## config.mk

```make
export PLATFORM = sky130hd
export DESIGN_NAME = slave_regfile
export DESIGN_NICKNAME = d
export VERILOG_FILES = /design/src/rtl/slave_regfile.sv
export SDC_FILE = /design/constraint.sdc
export NUM_CORES = 1
export LEC_CHECK = 0
export BUFFER_PORTS_ARGS = -buffer_cell sky130_fd_sc_hd__buf_2
export CORE_MARGIN = 3
export CORE_UTILIZATION = 40
export CTS_CLUSTER_DIAMETER = 100
export DETAILED_ROUTE_END_ITERATION = 10
export GPL_TIMING_DRIVEN = 0
export PLACE_DENSITY = 0.59
export REMOVE_ABC_BUFFERS = 1
export SLEW_MARGIN = 20
export SYNTH_ARGS = -nofsm -noshare
export SYNTH_HDL_FRONTEND = slang
export SYNTH_SLANG_ARGS = --single-unit
export TNS_END_PERCENT = 100
```

## constraint.sdc

```tcl
create_clock -name clk -period 5.8 [get_ports clk]
set_input_delay 0.58 -clock clk [delete_from_list [all_inputs] [get_ports clk]]
set_output_delay 0.58 -clock clk [all_outputs]
set_load 0.1 [all_outputs]
```

## src/rtl/slave_regfile.sv

```systemverilog
`default_nettype none
// ============================================================================
// Module      : slave_regfile
// Description : Register-file bus slave with a valid/ready handshake and a
//               programmable number of wait states. It holds NUM_REGS
//               registers of DATA_W bits. Register 0 is a read-only ID.
//               Registers 1..NUM_REGS-1 are read/write.
//               An out-of-range read returns ERR_RDATA. An out-of-range
//               write is ignored.
// Ports       : clk        - clock, rising edge
//               reset      - asynchronous reset, active low
//               valid      - master request, held high until ready
//               read       - 1 = read, 0 = write
//               addr       - word address
//               write_data - write payload
//               ready      - one-cycle completion pulse (registered)
//               read_data  - read result, held until the next completed read
//               err        - out-of-range flag, valid while ready is high
// Options     : SLAVE_REGFILE_ERR_EN - when defined, builds the err flag.
//               When undefined, err is tied to 0.
// Revision    : 1.0 - initial release
// ============================================================================
module slave_regfile #(
    parameter int                DATA_W      = 32,
    parameter int                ADDR_W      = 4,
    parameter int                NUM_REGS    = 8,
    parameter int                WAIT_STATES = 0,
    parameter logic [DATA_W-1:0] ID_VALUE    = 32'hCAFEBABE,
    parameter logic [DATA_W-1:0] ERR_RDATA   = 32'hDEADBEEF
) (
    input  logic              clk,
    input  logic              reset,
    input  logic              valid,
    input  logic              read,
    input  logic [ADDR_W-1:0] addr,
    input  logic [DATA_W-1:0] write_data,
    output logic              ready,
    output logic [DATA_W-1:0] read_data,
    output logic              err
);

    localparam logic [1:0] S_IDLE = 2'd0;
    localparam logic [1:0] S_ADDR = 2'd1;
    localparam logic [1:0] S_WAIT = 2'd2;
    localparam logic [1:0] S_DATA = 2'd3;

    // The width is one bit wider than the address, so that
    // NUM_REGS == 2**ADDR_W still fits.
    localparam logic [ADDR_W:0] c_num_regs = NUM_REGS[ADDR_W:0];
    localparam logic [3:0]      c_wait     = WAIT_STATES[3:0];
    localparam logic [3:0]      c_wait_m1  = c_wait - 4'd1;

    logic [1:0]        r_state;
    logic [1:0]        w_state_next;
    logic [3:0]        r_cnt;
    logic              r_rd;
    logic [ADDR_W-1:0] r_addr;
    logic [DATA_W-1:0] r_wdata;
    logic [DATA_W-1:0] r_regs [1:NUM_REGS-1];
    logic              r_ready;
    logic [DATA_W-1:0] r_rdata;
    logic              w_enter_data;
    logic              w_in_range;
    logic [DATA_W-1:0] w_rdata;

    // All decisions after the address phase use the captured request only.
    assign w_in_range = ({1'b0, r_addr} < c_num_regs);

    // The write commit, the read-data update and ready are all tied to the
    // edge that enters DATA.
    assign w_enter_data = (w_state_next == S_DATA) &&
                          ((r_state == S_ADDR) || (r_state == S_WAIT));

    always_comb begin
        w_state_next = S_IDLE;
        case (r_state)
            S_IDLE: w_state_next = valid ? S_ADDR : S_IDLE;
            S_ADDR: begin
                if (!valid)
                    w_state_next = S_IDLE;
                else if (c_wait == 4'd0)
                    w_state_next = S_DATA;
                else
                    w_state_next = S_WAIT;
            end
            S_WAIT: begin
                if (!valid)
                    w_state_next = S_IDLE;
                else if (r_cnt == 4'd0)
                    w_state_next = S_DATA;
                else
                    w_state_next = S_WAIT;
            end
            default: w_state_next = S_IDLE;
        endcase
    end

    always_ff @(posedge clk or negedge reset) begin
        if (!reset)
            r_state <= S_IDLE;
        else
            r_state <= w_state_next;
    end

    always_ff @(posedge clk or negedge reset) begin
        if (!reset)
            r_cnt <= 4'd0;
        else if ((r_state == S_ADDR) && (w_state_next == S_WAIT))
            r_cnt <= c_wait_m1;
        else if ((r_state == S_WAIT) && (r_cnt != 4'd0))
            r_cnt <= r_cnt - 4'd1;
    end

    always_ff @(posedge clk or negedge reset) begin
        if (!reset) begin
            r_rd    <= 1'b0;
            r_addr  <= '0;
            r_wdata <= '0;
        end else if ((r_state == S_IDLE) && valid) begin
            r_rd    <= read;
            r_addr  <= addr;
            r_wdata <= write_data;
        end
    end

    // Register 0 is not stored. The loop starts at 1, so writes to the ID
    // are ignored.
    always_ff @(posedge clk or negedge reset) begin
        if (!reset) begin
            for (int i = 1; i < NUM_REGS; i++)
                r_regs[i] <= '0;
        end else if (w_enter_data && !r_rd) begin
            for (int i = 1; i < NUM_REGS; i++)
                if (r_addr == i[ADDR_W-1:0])
                    r_regs[i] <= r_wdata;
        end
    end

    always_comb begin
        w_rdata = ERR_RDATA;
        if (r_addr == '0) begin
            w_rdata = ID_VALUE;
        end else if (w_in_range) begin
            for (int i = 1; i < NUM_REGS; i++)
                if (r_addr == i[ADDR_W-1:0])
                    w_rdata = r_regs[i];
        end
    end

    always_ff @(posedge clk or negedge reset) begin
        if (!reset) begin
            r_ready <= 1'b0;
            r_rdata <= '0;
        end else begin
            r_ready <= w_enter_data;
            if (w_enter_data && r_rd)
                r_rdata <= w_rdata;
        end
    end

    assign ready     = r_ready;
    assign read_data = r_rdata;

`ifdef SLAVE_REGFILE_ERR_EN
    logic r_err;

    // This flag is only set on DATA entry. It clears itself on the next edge.
    always_ff @(posedge clk or negedge reset) begin
        if (!reset)
            r_err <= 1'b0;
        else
            r_err <= w_enter_data && !w_in_range;
    end

    assign err = r_err;
`else
    assign err = 1'b0;
`endif

endmodule
`default_nettype wire

```

After elaboration in Yosys (flattened, before gate mapping)
Cells that the tools add are included.
{"block": "word_totals", "memories": 0, "inputBits": 40, "elab_cells": 63, "ramBits": 0, "mem_bits_ro": 0, "latch_bits": 0, "out_inout_bits": 34, "ff_bits": 300}
{"block": "classes", "mux": 16, "n_mul": 0, "reduce_logical": 20, "bitwise": 0, "shift": 0, "n_eq_ne": 11, "addsub": 1, "n_div": 0, "magnitude_cmp": 1}
{"op": "$mux W32", "n": 9}
{"op": "$eq A4 B3 Y1 const B", "n": 4}
{"op": "$reduce_and A2 Y1", "n": 7}
{"op": "$eq A4 B2 Y1 const B", "n": 2}
{"op": "$logic_not A4 Y1", "n": 2}
{"op": "$mux W4", "n": 2}
{"op": "$eq A2 B2 Y1 const B", "n": 3}
{"op": "$logic_and A1 B1 Y1", "n": 6}
{"op": "$pmux W2 S3", "n": 1}
{"op": "$eq A4 B1 Y1 const B", "n": 1}
{"op": "$lt A4 B4 Y1 const B", "n": 1}
{"op": "$mux W2", "n": 2}
{"op": "$reduce_bool A4 Y1", "n": 1}
{"op": "$sub A4 B1 Y4 const B", "n": 1}
{"op": "$eq A2 B1 Y1 const B", "n": 1}
{"op": "$logic_not A2 Y1", "n": 1}
{"op": "$mux W1", "n": 2}
{"op": "$reduce_bool A2 Y1", "n": 1}
{"op": "$logic_not A1 Y1", "n": 1}
{"op": "$logic_or A1 B1 Y1", "n": 1}

Depth between registers and ports, before layout
{"block": "depth", "word_depth": 10, "depth_mapped": 8, "ltp_nobuf": 7}

Worst setup path after synthesis
OpenSTA, ideal clock, no wires.
{"block": "synth_timing", "path_type": "register to register", "startpoint": "register r_state[0]", "endpoint": "register r_regs[43] (netlist name)", "n_path_buf": 1, "required_time_ps": 5675, "setup_slack_ps": 3310, "stages_incl_launch_ff": 9, "arrival_ps": 2365, "setup_ps": 125, "synth_period_minus_slack_ps": 2490, "path_cell_list": "dfrtp_1 > inv_1 > ha_1 > nand4bb_1 > a2111oi_4 > nand2b_2 > nor4_4 > buf_4 > mux2_2"}
{"block": "synth_via", "elab_chain_len": 6, "elab_cells_between_ends": 9, "cone_classes": "eq/ne: 3; mux: 1; reduce/logical: 5"}
{"element": "start, declared", "line": "53", "source": "logic [1:0] r_state;"}
{"element": "start signal, assigned", "line": "102", "source": "r_state <= w_state_next;"}
{"element": "$eq A2 B2 Y1, or another cell as far along", "line": "72, 76"}
{"element": "$pmux W2 S3", "line": "76", "source": "case (r_state)"}
{"element": "$eq A2 B2 Y1", "line": "71", "source": "assign w_enter_data = (w_state_next == S_DATA) &&"}
{"element": "$logic_and A1 B1 Y1 (*)", "line": "71"}
{"element": "via w_enter_data", "line": "62", "source": "logic w_enter_data;"}
{"element": "$logic_and A1 B1 Y1 (*)", "line": "132", "source": "end else if (w_enter_data && !r_rd) begin"}
{"element": "$reduce_and A2 Y1 (no line) (*)"}
{"element": "end signal, assigned by index", "line": "135", "source": "r_regs[i] <= r_wdata;"}
{"element": "end, declared", "line": "59", "source": "logic [DATA_W-1:0] r_regs [1:NUM_REGS-1];"}
Mark *: on every way through the listed nets, which the timed path passes. The rest lies on a longest branch.
A chain may end at the register's enable or synchronous reset.

Worst setup path in the final report
{"block": "layout_timing", "startpoint": "register r_state[0]", "endpoint": "register r_regs[35] (netlist name)"}
Same word-level chain as after synthesis.

==> results.yml <==
run_status:
  status: "finished, final reports clean"
floorplanning:
  fp.dieH_microns: 189.0
  ios: 74
  initial_core_util: 0.4086
  rows: 66
  die_w_microns: 189.0
  core_area_sq_mm: 0.03278
  die_area_sq_mm: 0.03572
synthesis:
  synth_ff_type: "dfrtp_1"
  ys_async_sr_fraction: 1.000
  yosysSeqAreaShare: 0.5604
  synth-seq-cells: 300
  synth_warnings: 0
  synth_area_per_cell_sq_um: 12.94
  synth.distinct_cells: 42
  netlist_instances: 1035
  syn_area_sq_mm: 0.01340
  synth_edf_count: 0
routing:
  routed_via_density: 5.405
  postRouteAntennaNets: 0
  dr.pass1.iters: 4
  wl_per_cell_microns: 20.20
  drtIter0Drc: 408
  num_vias: 8442
  drc: 0
  wirelength_mm: 31.56
final_layout:
  nets: 1142
  fin_cells: 1562
  antennaDiodeCount: 0
  drive_above_1_share: 0.3750
  area_delta_synth_final_pct: 16.84
  finish.utilization: 0.4774
  final_area_sq_mm: 0.01565
worst_setup_path:
  setup.worst_path.start: "r_state[0]"
  reg2reg_to: "r_regs[35]"
  worstPathMaxFanout: 9
  crit_arrival_ns: 3.91
  cp-endpoint: "r_regs[35]"
  crit_type: "reg2reg"
  crit_required_ns: 6.19
  rr_worst_depth: 10
  reg2reg_from: "r_state[0]"
  rrSetupSlack_ns: 2.28
  endpoint_kind: "register"
  critical_path.startpoint_type: "register"
timing:
  fin_crit_ns: 3.518
  fin_skew_ns: 0.02211
  clock.fmax_mhz: 284.2
  finalCritPeriodShare: 0.6066
  worst_pin_slew_ns: 1.043
  finalSetupViolCount: 0
  rsz0062_at_grt: "no"
  hold_viol: 0
  slew_headroom: 0.3047
  fin_hold_ws_ns: 0.3036
  drv_slew: 0
power:
  vdd_drop_max_uv: 345.5
  p_leak_nw: 7.413
  finalPower_w: 0.008317
  power_density_mw_per_mm2: 531.3
clocking:
  path_clk_slew_ns: 0.06
  htreeDepth: 2
  numCtsBuffers: 34
  clock_latency_ns: 0.51
  cts_tree: "done"
  cts_setup_buffers: 0
  clock_path_buffers: 3
  cts_root_buffer: "clkbuf_16"
  clock_sinks: 300
global_routing:
  overflow: 0
  antenna_found_initial: 0
  grt_start_max_net_pins: 93
  grt_pass1_wl_mm: 50.07
  track_usage: 0.1766
  grt_pass1_vias: 8468
placed_design:
  io_buffers: 72
  dp_hpwl_mm: 18.78
  dpl.cell_count: 1501
  dpl_cell_area_sq_mm: 0.01450
  gp_congestion: 0.7049
worst_hold_path:
  worstHoldPathType: "in2reg"
  min_from: "write_data[27]"
run:
  cap_violations: 0
[worst max-delay path: stages, from the launching register on]
cell	delay [ns]
dfrtp_1	0.40
inv_1	0.09
ha_1	0.25
nand4bb_1	0.21
a2111oi_4	0.64
nand2b_2	0.22
nor4_4	0.60
buf_6	0.25
buf_6	0.16
buf_4	0.23
mux2_2	0.35
[sequential cells by signal (all words and copies together) (netlist names)]
signal     count
r_rd           1
r_state        2
r_wdata       32
ready          1
r_regs       224
read_data     32
r_addr         4
r_cnt          4
[cells in the mapped netlist, drive strengths merged, types with 2 or more instances]
cell type / n / area share
a221oi: 4 / 0.0026
nand2: 78 / 0.022
nor4: 2 / 0.0032
nand3: 2 / 0.00075
mux2i: 36 / 0.027
o221ai: 22 / 0.014
or2: 2 / 0.00093
a21oi: 38 / 0.014
buf: 29 / 0.011
o31ai: 4 / 0.0022
nor3: 2 / 0.00075
o21ai: 29 / 0.011
a32o: 6 / 0.0045
nor2b: 10 / 0.0047
dfrtp: 300 / 0.56
o22ai: 4 / 0.0019
inv: 11 / 0.0031
nand2b: 24 / 0.011
a21o: 2 / 0.0011
and4bb: 2 / 0.0019
o32a: 22 / 0.016
a211oi: 28 / 0.016
mux2: 273 / 0.23
a22o: 6 / 0.0039
clkbuf: 40 / 0.011
nor2: 44 / 0.012
ha: 6 / 0.0056
[cell type report]
class                   instances  area, sq um
clock buffers                  52        999.7
well taps                     442        553.0
fillers                      2972        17130
flip-flops and latches        300         7518
repair buffers                 94        797.0
inverters                      11        41.29
multi-input cells             655         5599
clock inverters                 8        143.9
[report_power, final]
part / internal (W) / total (W) / leakage (nW) / switching [W]
clock network: 0.00137 / 0.00219 / 0.560 / 0.000829
logic: 0.000994 / 0.00268 / 2.85 / 0.00168
registers: 0.00275 / 0.00344 / 4.01 / 0.000695
total: 0.00511 / 0.00832 / 7.41 / 0.00321
[routing by layer]
layer,GRT usage,part of all wire,wire (microns)
met5,0,0,0
met4,0.03810,0.014,443
met3,0.02388,0.036,1128
met2,0.2800,0.47,14780
met1,0.2600,0.48,15210
[what timing repair did]
action	4_1_cts	5_1_grt
hold buffers	1	0
hold endpoints to repair	2	0
resized for setup	0	0
setup endpoints to repair	0	0
[how the worst min path moves through the flow]
stage                         end  slack [ns]  cells past startpoint
CTS                    r_wdata[7]        0.28                      2
floorplan               r_addr[0]        0.28                      0
detailed placement  read_data[24]        0.46                      2
finish                r_wdata[27]        0.30                      2
global placement    read_data[24]        0.46                      2
global route          r_wdata[31]        0.30                      2
[through the flow]
step | TNS [ns] | worst slack (ns)
5_1_grt | 0 | 2.129
2_1_floorplan | 0 | 1.180
3_3_place_gp | -660.04 | -2.189
3_5_place_dp | 0 | 2.299
6_report | 0 | 2.282
4_1_cts | 0 | 2.297
[placed cells by master, fill, tap and decap left out, types with 9 or more instances in the layout]
cell type and n:
buf_2 71, clkbuf_16 35, mux2i_1 36, dfrtp_1 297, nand2b_1 21, mux2_1 20
nor2_1 42, clkbuf_1 11, mux2_2 253, inv_1 11, o21ai_0 29, o32a_1 22
a21oi_1 38, buf_16 11, nor2b_1 9, o221ai_1 22, a211oi_1 28, nand2_1 72
[logic make-up after synthesis]
group / after synthesis / synth area share
compound gates: 166 / 0.08985
xor+xnor: 1 / 0.0006539
fa+ha+maj: 6 / 0.005604
buf+inv: 80 / 0.02522
flops: 300 / 0.5604
mux: 309 / 0.2564
other cells: 1 / 0.0002799
simple gates: 172 / 0.06164
No activity file was read; power rests on OpenSTA's default activity.
